`src/rtl/bomba_pkg.sv`:
```
// Shared definitions for the bomb game: the automatic player's state encoding,
// default widths/latency and the encoding of the less/greater hint.
package bomba_pkg;

  localparam int LARG_A_PAD   = 4;
  localparam int LARG_B_PAD   = 3;
  localparam int LAT_DICA_PAD = 2;

  localparam logic DICA_MAIOR       = 1'b1;  // last guess is above the secret
  localparam logic DICA_MENOR_IGUAL = 1'b0;  // last guess is at or below the secret

  typedef enum logic [2:0] {
    ST_IDLE     = 3'd0,
    ST_CALC     = 3'd1,
    ST_ENVIA    = 3'd2,
    ST_ESPERA   = 3'd3,
    ST_CONF_ENV = 3'd4,
    ST_CONF_ESP = 3'd5,
    ST_PRONTO   = 3'd6,
    ST_ERRO     = 3'd7
  } estado_adiv_t;

  typedef enum logic {
    FASE_A = 1'b0,
    FASE_B = 1'b1
  } fase_t;

  function automatic logic estado_ocupado(input estado_adiv_t estado);
    logic ocupado;
    case (estado)
      ST_IDLE, ST_PRONTO, ST_ERRO: ocupado = 1'b0;
      default:                     ocupado = 1'b1;
    endcase
    return ocupado;
  endfunction

endpackage

```
`src/rtl/adivinhador_binario_espera_latencia.sv`:
```
// Loadable down-counter: after a load, fim is high on the LAT_DICA-th cycle,
// which is the cycle on which the hint/confirm inputs may be sampled.
module espera_latencia #(
  parameter int LAT_DICA = 2
) (
  input  logic clk,
  input  logic rst_n,
  input  logic carrega,
  output logic fim
);

  localparam int LARG_CNT = $clog2(LAT_DICA + 1);
  localparam logic [LARG_CNT-1:0] CNT_CARGA = LARG_CNT'(LAT_DICA);
  localparam logic [LARG_CNT-1:0] CNT_UM    = LARG_CNT'(1);
  localparam logic [LARG_CNT-1:0] CNT_ZERO  = LARG_CNT'(0);

  logic [LARG_CNT-1:0] cnt_r;

  // Down-counter, reloaded on every strobe and parked at zero when expired.
  always_ff @(posedge clk) begin
    if (!rst_n) begin
      cnt_r <= CNT_ZERO;
    end else if (carrega) begin
      cnt_r <= CNT_CARGA;
    end else if (cnt_r != CNT_ZERO) begin
      cnt_r <= cnt_r - CNT_UM;
    end else begin
      cnt_r <= cnt_r;
    end
  end

  assign fim = (cnt_r == CNT_UM);

endmodule

```
`src/rtl/adivinhador_binario.sv`:
```
// Automatic bomb-game player: binary-searches secret A then secret B through the
// external hint logic, confirming each with a final strobe of the converged value.
module adivinhador_binario
  import bomba_pkg::*;
#(
  parameter int LARG_A   = LARG_A_PAD,
  parameter int LARG_B   = LARG_B_PAD,
  parameter int LAT_DICA = LAT_DICA_PAD
) (
  input  logic              CLOCK,
  input  logic              RESET_N,
  input  logic              START,
  input  logic              ABORT,
  input  logic              MENOR_OU_MAIOR,
  input  logic              ACERTOU_SENHA_A,
  input  logic              ACERTOU_SENHA_B,
  output logic [LARG_A-1:0] TENTATIVA,
  output logic              ENTER,
  output logic              OCUPADO,
  output logic              PRONTO,
  output logic              ERRO,
  output logic [3:0]        NUM_TENT
);

  localparam logic [LARG_A-1:0] ZERO_A  = {LARG_A{1'b0}};
  localparam logic [LARG_A-1:0] UM_A    = {{(LARG_A-1){1'b0}}, 1'b1};
  localparam logic [LARG_A-1:0] HI_A    = {LARG_A{1'b1}};
  localparam logic [LARG_A-1:0] HI_B    = LARG_A'((32'd1 << LARG_B) - 32'd1);
  localparam logic [LARG_A:0]   UM_SOMA = {{LARG_A{1'b0}}, 1'b1};

  estado_adiv_t      estado_r, estado_s;
  fase_t             fase_r, fase_s;
  logic [LARG_A-1:0] lo_r, lo_s, hi_r, hi_s, tent_r, tent_s;
  logic [3:0]        num_r, num_s, num_inc_s;
  logic [LARG_A:0]   soma_s;
  logic [LARG_A-1:0] mid_s;
  logic              enter_r, ocupado_r, pronto_r, erro_r;
  logic              carrega_s, fim_s;

  // One extra bit keeps lo+hi+1 exact; the upper-rounded midpoint guarantees progress.
  assign soma_s    = {1'b0, lo_r} + {1'b0, hi_r} + UM_SOMA;
  assign mid_s     = soma_s[LARG_A:1];
  assign num_inc_s = (num_r == 4'd15) ? num_r : (num_r + 4'd1);
  assign carrega_s = (estado_r == ST_ENVIA) || (estado_r == ST_CONF_ENV);

  espera_latencia #(.LAT_DICA(LAT_DICA)) u_espera (
    .clk     (CLOCK),
    .rst_n   (RESET_N),
    .carrega (carrega_s),
    .fim     (fim_s)
  );

  // Next state and next search/datapath values.
  always_comb begin
    estado_s = estado_r;
    fase_s   = fase_r;
    lo_s     = lo_r;
    hi_s     = hi_r;
    tent_s   = tent_r;
    num_s    = num_r;
    if (ABORT) begin
      estado_s = ST_IDLE;
    end else begin
      case (estado_r)
        ST_IDLE, ST_PRONTO, ST_ERRO: begin
          if (START) begin
            estado_s = ST_CALC;
            fase_s   = FASE_A;
            lo_s     = ZERO_A;
            hi_s     = HI_A;
            num_s    = 4'd0;
          end else begin
            estado_s = estado_r;
          end
        end
        ST_CALC: begin
          if (lo_r < hi_r) begin
            tent_s   = mid_s;
            estado_s = ST_ENVIA;
          end else begin
            tent_s   = lo_r;
            estado_s = ST_CONF_ENV;
          end
        end
        ST_ENVIA: begin
          num_s    = num_inc_s;
          estado_s = ST_ESPERA;
        end
        ST_ESPERA: begin
          if (fim_s) begin
            if (MENOR_OU_MAIOR == DICA_MAIOR) begin
              hi_s = tent_r - UM_A;
            end else begin
              lo_s = tent_r;
            end
            estado_s = ST_CALC;
          end else begin
            estado_s = ST_ESPERA;
          end
        end
        ST_CONF_ENV: begin
          num_s    = num_inc_s;
          estado_s = ST_CONF_ESP;
        end
        ST_CONF_ESP: begin
          if (!fim_s) begin
            estado_s = ST_CONF_ESP;
          end else if (fase_r == FASE_A) begin
            if (ACERTOU_SENHA_A) begin
              fase_s   = FASE_B;
              lo_s     = ZERO_A;
              hi_s     = HI_B;
              estado_s = ST_CALC;
            end else begin
              estado_s = ST_ERRO;
            end
          end else begin
            estado_s = ACERTOU_SENHA_B ? ST_PRONTO : ST_ERRO;
          end
        end
        default: begin
          estado_s = ST_IDLE;
        end
      endcase
    end
  end

  // State, datapath and outputs; outputs are registered from the next state.
  always_ff @(posedge CLOCK) begin
    if (!RESET_N) begin
      estado_r  <= ST_IDLE;
      fase_r    <= FASE_A;
      lo_r      <= ZERO_A;
      hi_r      <= ZERO_A;
      tent_r    <= ZERO_A;
      num_r     <= 4'd0;
      enter_r   <= 1'b0;
      ocupado_r <= 1'b0;
      pronto_r  <= 1'b0;
      erro_r    <= 1'b0;
    end else begin
      estado_r  <= estado_s;
      fase_r    <= fase_s;
      lo_r      <= lo_s;
      hi_r      <= hi_s;
      tent_r    <= tent_s;
      num_r     <= num_s;
      enter_r   <= (estado_s == ST_ENVIA) || (estado_s == ST_CONF_ENV);
      ocupado_r <= estado_ocupado(estado_s);
      pronto_r  <= (estado_s == ST_PRONTO);
      erro_r    <= (estado_s == ST_ERRO);
    end
  end

  assign TENTATIVA = tent_r;
  assign ENTER     = enter_r;
  assign OCUPADO   = ocupado_r;
  assign PRONTO    = pronto_r;
  assign ERRO      = erro_r;
  assign NUM_TENT  = num_r;

endmodule

```
`config.mk`:
```
export PLATFORM = sky130hd
export DESIGN_NAME = adivinhador_binario
export DESIGN_NICKNAME = d
export VERILOG_FILES = /design/src/rtl/bomba_pkg.sv /design/src/rtl/adivinhador_binario_espera_latencia.sv /design/src/rtl/adivinhador_binario.sv
export SDC_FILE = /design/constraint.sdc
export NUM_CORES = 1
export LEC_CHECK = 0
export BUFFER_PORTS_ARGS = -buffer_cell sky130_fd_sc_hd__clkbuf_2
export CAP_MARGIN = 20
export CORE_MARGIN = 2
export CORE_UTILIZATION = 57
export DETAILED_ROUTE_END_ITERATION = 8
export PLACE_DENSITY = 0.79
export SETUP_SLACK_MARGIN = 0.5
export SLEW_MARGIN = 20
export SYNTH_ARGS = -nofsm -noshare
export SYNTH_HDL_FRONTEND = slang
export SYNTH_SLANG_ARGS = --single-unit
```
`constraint.sdc`:
```
create_clock -name CLOCK -period 2.24 [get_ports CLOCK]
set_input_delay 0.56 -clock CLOCK [delete_from_list [all_inputs] [get_ports CLOCK]]
set_output_delay 0.56 -clock CLOCK [all_outputs]
set_load 0.02 [all_outputs]
```
Word-level counts from Yosys, hierarchy flattened. Index checks and enable logic that the tools add are counted. Widths: inputs -> output; s select.

Logic and storage cells: 93. Output and inout port bits: 12. Latch bits: 0. Bits of input ports: 7. Bits in read-only memories: 0. Register bits after elaboration: 26. Memories kept: 0. RAM bits: 0.

Equal/unequal tests: 21. Order comparisons: 1. Shift-type cells: 0. Div/mod/pow operators: 0. Mux-type cells: 34. Add/sub/neg operators: 5. Reductions and logical operators: 18. Bitwise gates (word level): 2. $mul: 0.

Operators with widths (count): $mux 4 (14); $pmux 4 s3 (2); $eq 3x3->1 const B (7); $mux 3 (6); $pmux 3 s6 (1); $ne 2x2->1 const B (8); $reduce_and 8->1 (2); $eq 3x2->1 const B (3); $pmux 4 s2 (1); $reduce_and 4->1 (2); $reduce_bool 2->1 (4); $logic_not 3->1 (2); $mux 1 (6); $mux 2 (3); $reduce_or 3->1 (2); $add 4x4->5 (1); $add 5x1->5 const B (1); $add 4x1->4 const B (1); $eq 4x4->1 const B (1); $lt 4x4->1 (1); $reduce_or 2->1 (2); $sub 4x1->4 const B (1); $eq 3x1->1 const B (1); $reduce_bool 3->1 (1); 6 further kinds (8).

Logic depth before layout (Yosys ltp).
Depth after elaboration: 8. Mapped depth: 7. Gate-level depth less buffers: 7.

By module. Synthesis repeated with hierarchy kept, for this count alone.

Cells, all modules: 183. Area total of the unflattened synthesis: 1589.0 um^2.

By module, submodules not included: adivinhador_binario (area an instance 1519.0 um^2, cells an instance 177, seq. area each 480.5 um^2, times used 1); espera_latencia (area an instance 70.1 um^2, cells an instance 6, seq. area each 40.0 um^2, times used 1).

Worst setup path before layout. Ideal clock, no wire load.

Path type: input port to flip-flop. From: input port ABORT. To: register hi_r[3]. Arrival time: 1560 ps. Setup time: 91 ps. Stages on the path: 5. Setup slack: 589 ps. Cells stage by stage: clkbuf_1 -> a31oi_1 -> o21ai_2 -> o31a_1 -> a311oi_1.

Word-level cells in the longest chain between the ends: 2.

RTL lines: start, declared (RTL line adivinhador_binario.sv:13) `input logic ABORT,`; $not 1->1 (no source line); $reduce_and 8->1 (no source line); end signal, assigned (RTL line adivinhador_binario.sv:145) `hi_r <= hi_s;`; end, declared (RTL line adivinhador_binario.sv:33) `logic [LARG_A-1:0] lo_r, lo_s, hi_r, hi_s, tent_r, tent_s;`.

No other way between the ends. A chain may end at the register's enable or synchronous reset.

Final worst setup path.
From: register hi_r[2]. To: register tent_r[2], in the netlist TENTATIVA[2].

Word-level cells in the longest chain between the ends: 3. Elaborated cells on any way between the ends: 4. Those cells by class: add/sub (2); order compare (1); mux (1).

RTL lines: $add 4x4->5 (RTL line adivinhador_binario.sv:41) `assign soma_s = {1'b0, lo_r} + {1'b0, hi_r} + UM_SOMA;`; $add 5x1->5 (RTL line adivinhador_binario.sv:41); $mux 4 (*) (RTL line adivinhador_binario.sv:77) `if (lo_r < hi_r) begin`; end signal, assigned (RTL line adivinhador_binario.sv:146) `tent_r <= tent_s;`; end, declared (RTL line adivinhador_binario.sv:33).

Mark *: on every way between the ends. The rest lies on a longest branch, timed or not.

==> impl_metrics.tcl <==
set metrics [dict create \
    crit_slowest_cell "dfxtp_2" \
    wl_microns 3652 \
    cp_cell_sequence "inv_1 -> ha_4 -> inv_1 -> a221oi_2 -> mux2i_1 -> a21oi_2 -> o21a_1" \
    clkTransAtPathRegs_ns 0.14 \
    die_x_microns 56.97 \
    syn_to_final_growth_pct 15.57 \
    place_area_sq_mm 0.001672 \
    slew_headroom_pct 60.56 \
    cp-start-kind "flip-flop" \
    hp-class "reg2reg" \
    yosys.area.top_type "dfxtp_1" \
    final_util_pct 68.19 \
    dr.pass1.iters 4 \
    pin_count 19 \
    ys_seq_area_share_pct 32.55 \
    hp-start "u_espera.cnt_r[1]" \
    dp_hpwl_microns 2565 \
    grt_pass1_vias 1218 \
    crit_required_ns 2.47 \
    r2r_slack_ns 0.51 \
    cts_made_buffers 3 \
    fin_nets 215 \
    synthArstFlopShare_pct 0 \
    rsz0062_at_grt "true" \
    ys_ff_latch 26 \
    r2r-end "TENTATIVA[2]" \
    holdPathStages 2 \
    antenna_found_initial 0 \
    finalCriticalPeriod_ns 1.728 \
    yosys.cell_types.count 50 \
    clk_latency_ns 0.32 \
    hold_buffers 0 \
    post-route-worst-setup-slack_ns 0.5115 \
    slowest_delay_ns 0.35 \
    final_cell_area_sq_mm 0.001848 \
    hold_viol 0 \
    cpMostUsedCell "inv_1" \
    whs_endpoint "u_espera.cnt_r[0]" \
    grt_remaining_overflow 0 \
    syn_nets 194 \
    synthesis.area_sq_mm 0.001599 \
    timing.rr.start "hi_r[2]" \
    diodes 0 \
    max-vdd-ir-drop_mv 0.4196 \
    gp_congestion 0.9721 \
    die_area_sq_mm 0.003245 \
    drt_iter0_drc 67 \
    synth-edff-count 0 \
    multiInputGateArea_sq_mm 0.001054 \
    avgSynthCellArea_sq_um 8.983 \
    path_class "reg2reg" \
    outcome "finished, final reports clean" \
    whs_ns 0.4683 \
    start_util_pct 59.00 \
    wl_per_cell_microns 15.95 \
    cts_root_buffer "clkbuf_4" \
    finalSetupTns_ns 0 \
    tritoncts "built" \
    num_vias 1406 \
    yosysMostFrequentCell "dfxtp_1" \
    grt_max_degree 18 \
    synth_commonest_cells "dfxtp_1, nor2_1, inv_1" \
    layout-drive-gt1-share_pct 33.84 \
    max_freq_mhz 578.5 \
    drcViolationCount 0 \
    pre_cts_ws_ns 0.3727 \
    fin_skew_ns 0.0008559 \
    rr_worst_depth 7 \
    cts.sinks 26 \
    synthCells 178 \
    htreeDepth 1 \
    cp-end-kind "flip-flop" \
    drt.antenna.violating_nets 0 \
    ys.flop_type "dfxtp_1" \
    period_share_pct 77.16 \
    core_area_sq_mm 0.002710 \
    tightestPinTransition_ns 0.5897 \
    grt_pass1_wl_microns 5582 \
    p_leak_nw 0.7112 \
    yosys_warnings 0 \
    cts_max_path_buffers 2 \
    fill_cells 220 \
    rows 19 \
    power_density_mw_per_mm2 538.7 \
    grt_use_total_pct 21.75 \
    setup_violations 0 \
    crit_fanout 4 \
    vias_per_cell 6.140 \
    portBuffers 18 \
    cp.arrival_ns 1.96 \
    drv_cap 0 \
    seq_area_sq_um 543.0 \
    slew_violations 0 \
    synth.top_cell.area_share_pct 32.55 \
    yosys-top-cells-area "dfxtp_1, ha_1, nor2_1" \
    die_h_microns 56.97 \
]
## cell usage in the layout (no fill, tap or decap), drive strengths merged, types with 4 or more instances in the layout
| cell | netlist | final |
|---|---|---|
| clkbuf | 3 | 22 |
| dfxtp | 26 | 26 |
| inv | 13 | 13 |
| and2 | 5 | 5 |
| nor2 | 16 | 16 |
| ha | 8 | 8 |
| xnor2 | 5 | 5 |
| nor3 | 7 | 7 |
| o211ai | 4 | 4 |
| nand2 | 11 | 11 |
| a21oi | 7 | 7 |
| nand3 | 7 | 7 |
| buf | 4 | 5 |
| o21ai | 8 | 8 |
| a211oi | 8 | 8 |
| nand2b | 7 | 7 |
## state kept, by name (all words and copies together), names as in the netlist
name            cells
ENTER               1
ERRO                1
NUM_TENT            4
OCUPADO             1
PRONTO              1
TENTATIVA           4
estado_r            3
fase_r              1
hi_r                4
lo_r                4
u_espera.cnt_r      2
## worst max-delay path by stage
stage,slack [ns],startpoint,endpoint,depth (start not counted)
floorplan,0.59,ABORT,hi_r[3],5
detailed placement,0.37,estado_r[0],OCUPADO,5
finish,0.51,hi_r[2],TENTATIVA[2],7
CTS,0.43,hi_r[2],OCUPADO,7
global route,0.44,NUM_TENT[0],NUM_TENT[3],6
global placement,0.40,estado_r[0],OCUPADO,5
## critical path: cells and delay by family, from the launching register on
kind            cells  cell delay [ns]
fa+ha+maj           1             0.29
compound gates      3             0.59
flops               1             0.35
mux                 1             0.27
buf+inv             2             0.14
## cells by family (layout without fill, tap and decap cells)
group | Yosys count | in the layout | share of synthesized area, %
simple gates | 64 | 64 | 22.85
compound gates | 49 | 49 | 24.80
flops | 26 | 26 | 32.55
buf+inv | 20 | 40 | 6.572
fa+ha+maj | 9 | 9 | 7.512
xor+xnor | 7 | 7 | 3.834
mux | 3 | 3 | 1.878
## through the flow
stage,instances,power [mW]
floorplan,178,0.6884
detailed placement,220,0.7307
CTS,224,0.9702
global route,229,1.036
finish,229,0.9956
global placement,220,0.7269
## metal layers
metal  routed length (microns)  vias to the layer above  global-route usage [%]
li1                          -                      683                       -
met1                      1555                      643                   30.81
met2                      1761                       65                   34.48
met3                       250                       15                   3.628
met4                        85                        0                   5.980
met5                         0                        -                       0
## report_power, final
part	total [mW]	internal (mW)	switching, mW
logic	0.252	0.108	0.144
clock network	0.239	0.0994	0.139
registers	0.505	0.481	0.0242
total	0.996	0.688	0.308
## layout make-up
type                            count  area share, %
Inverter                           13          2.640
Tap cell                           31          2.099
Sequential cell                    26          29.38
Clock buffer                        4          1.963
Timing Repair Buffer               23          6.906
Multi-Input combinational cell    132          57.01
## what timing repair did
| action | CTS | global route |
|---|---|---|
| setup endpoints to repair | 15 | 16 |
| setup buffers | 0 | 5 |
| gates cloned | 0 | 0 |
| hold endpoints to repair | 0 | 0 |
| pin swaps | 2 | 9 |
| gates resized for setup | 9 | 18 |
No activity file was read; power rests on OpenSTA's default activity.
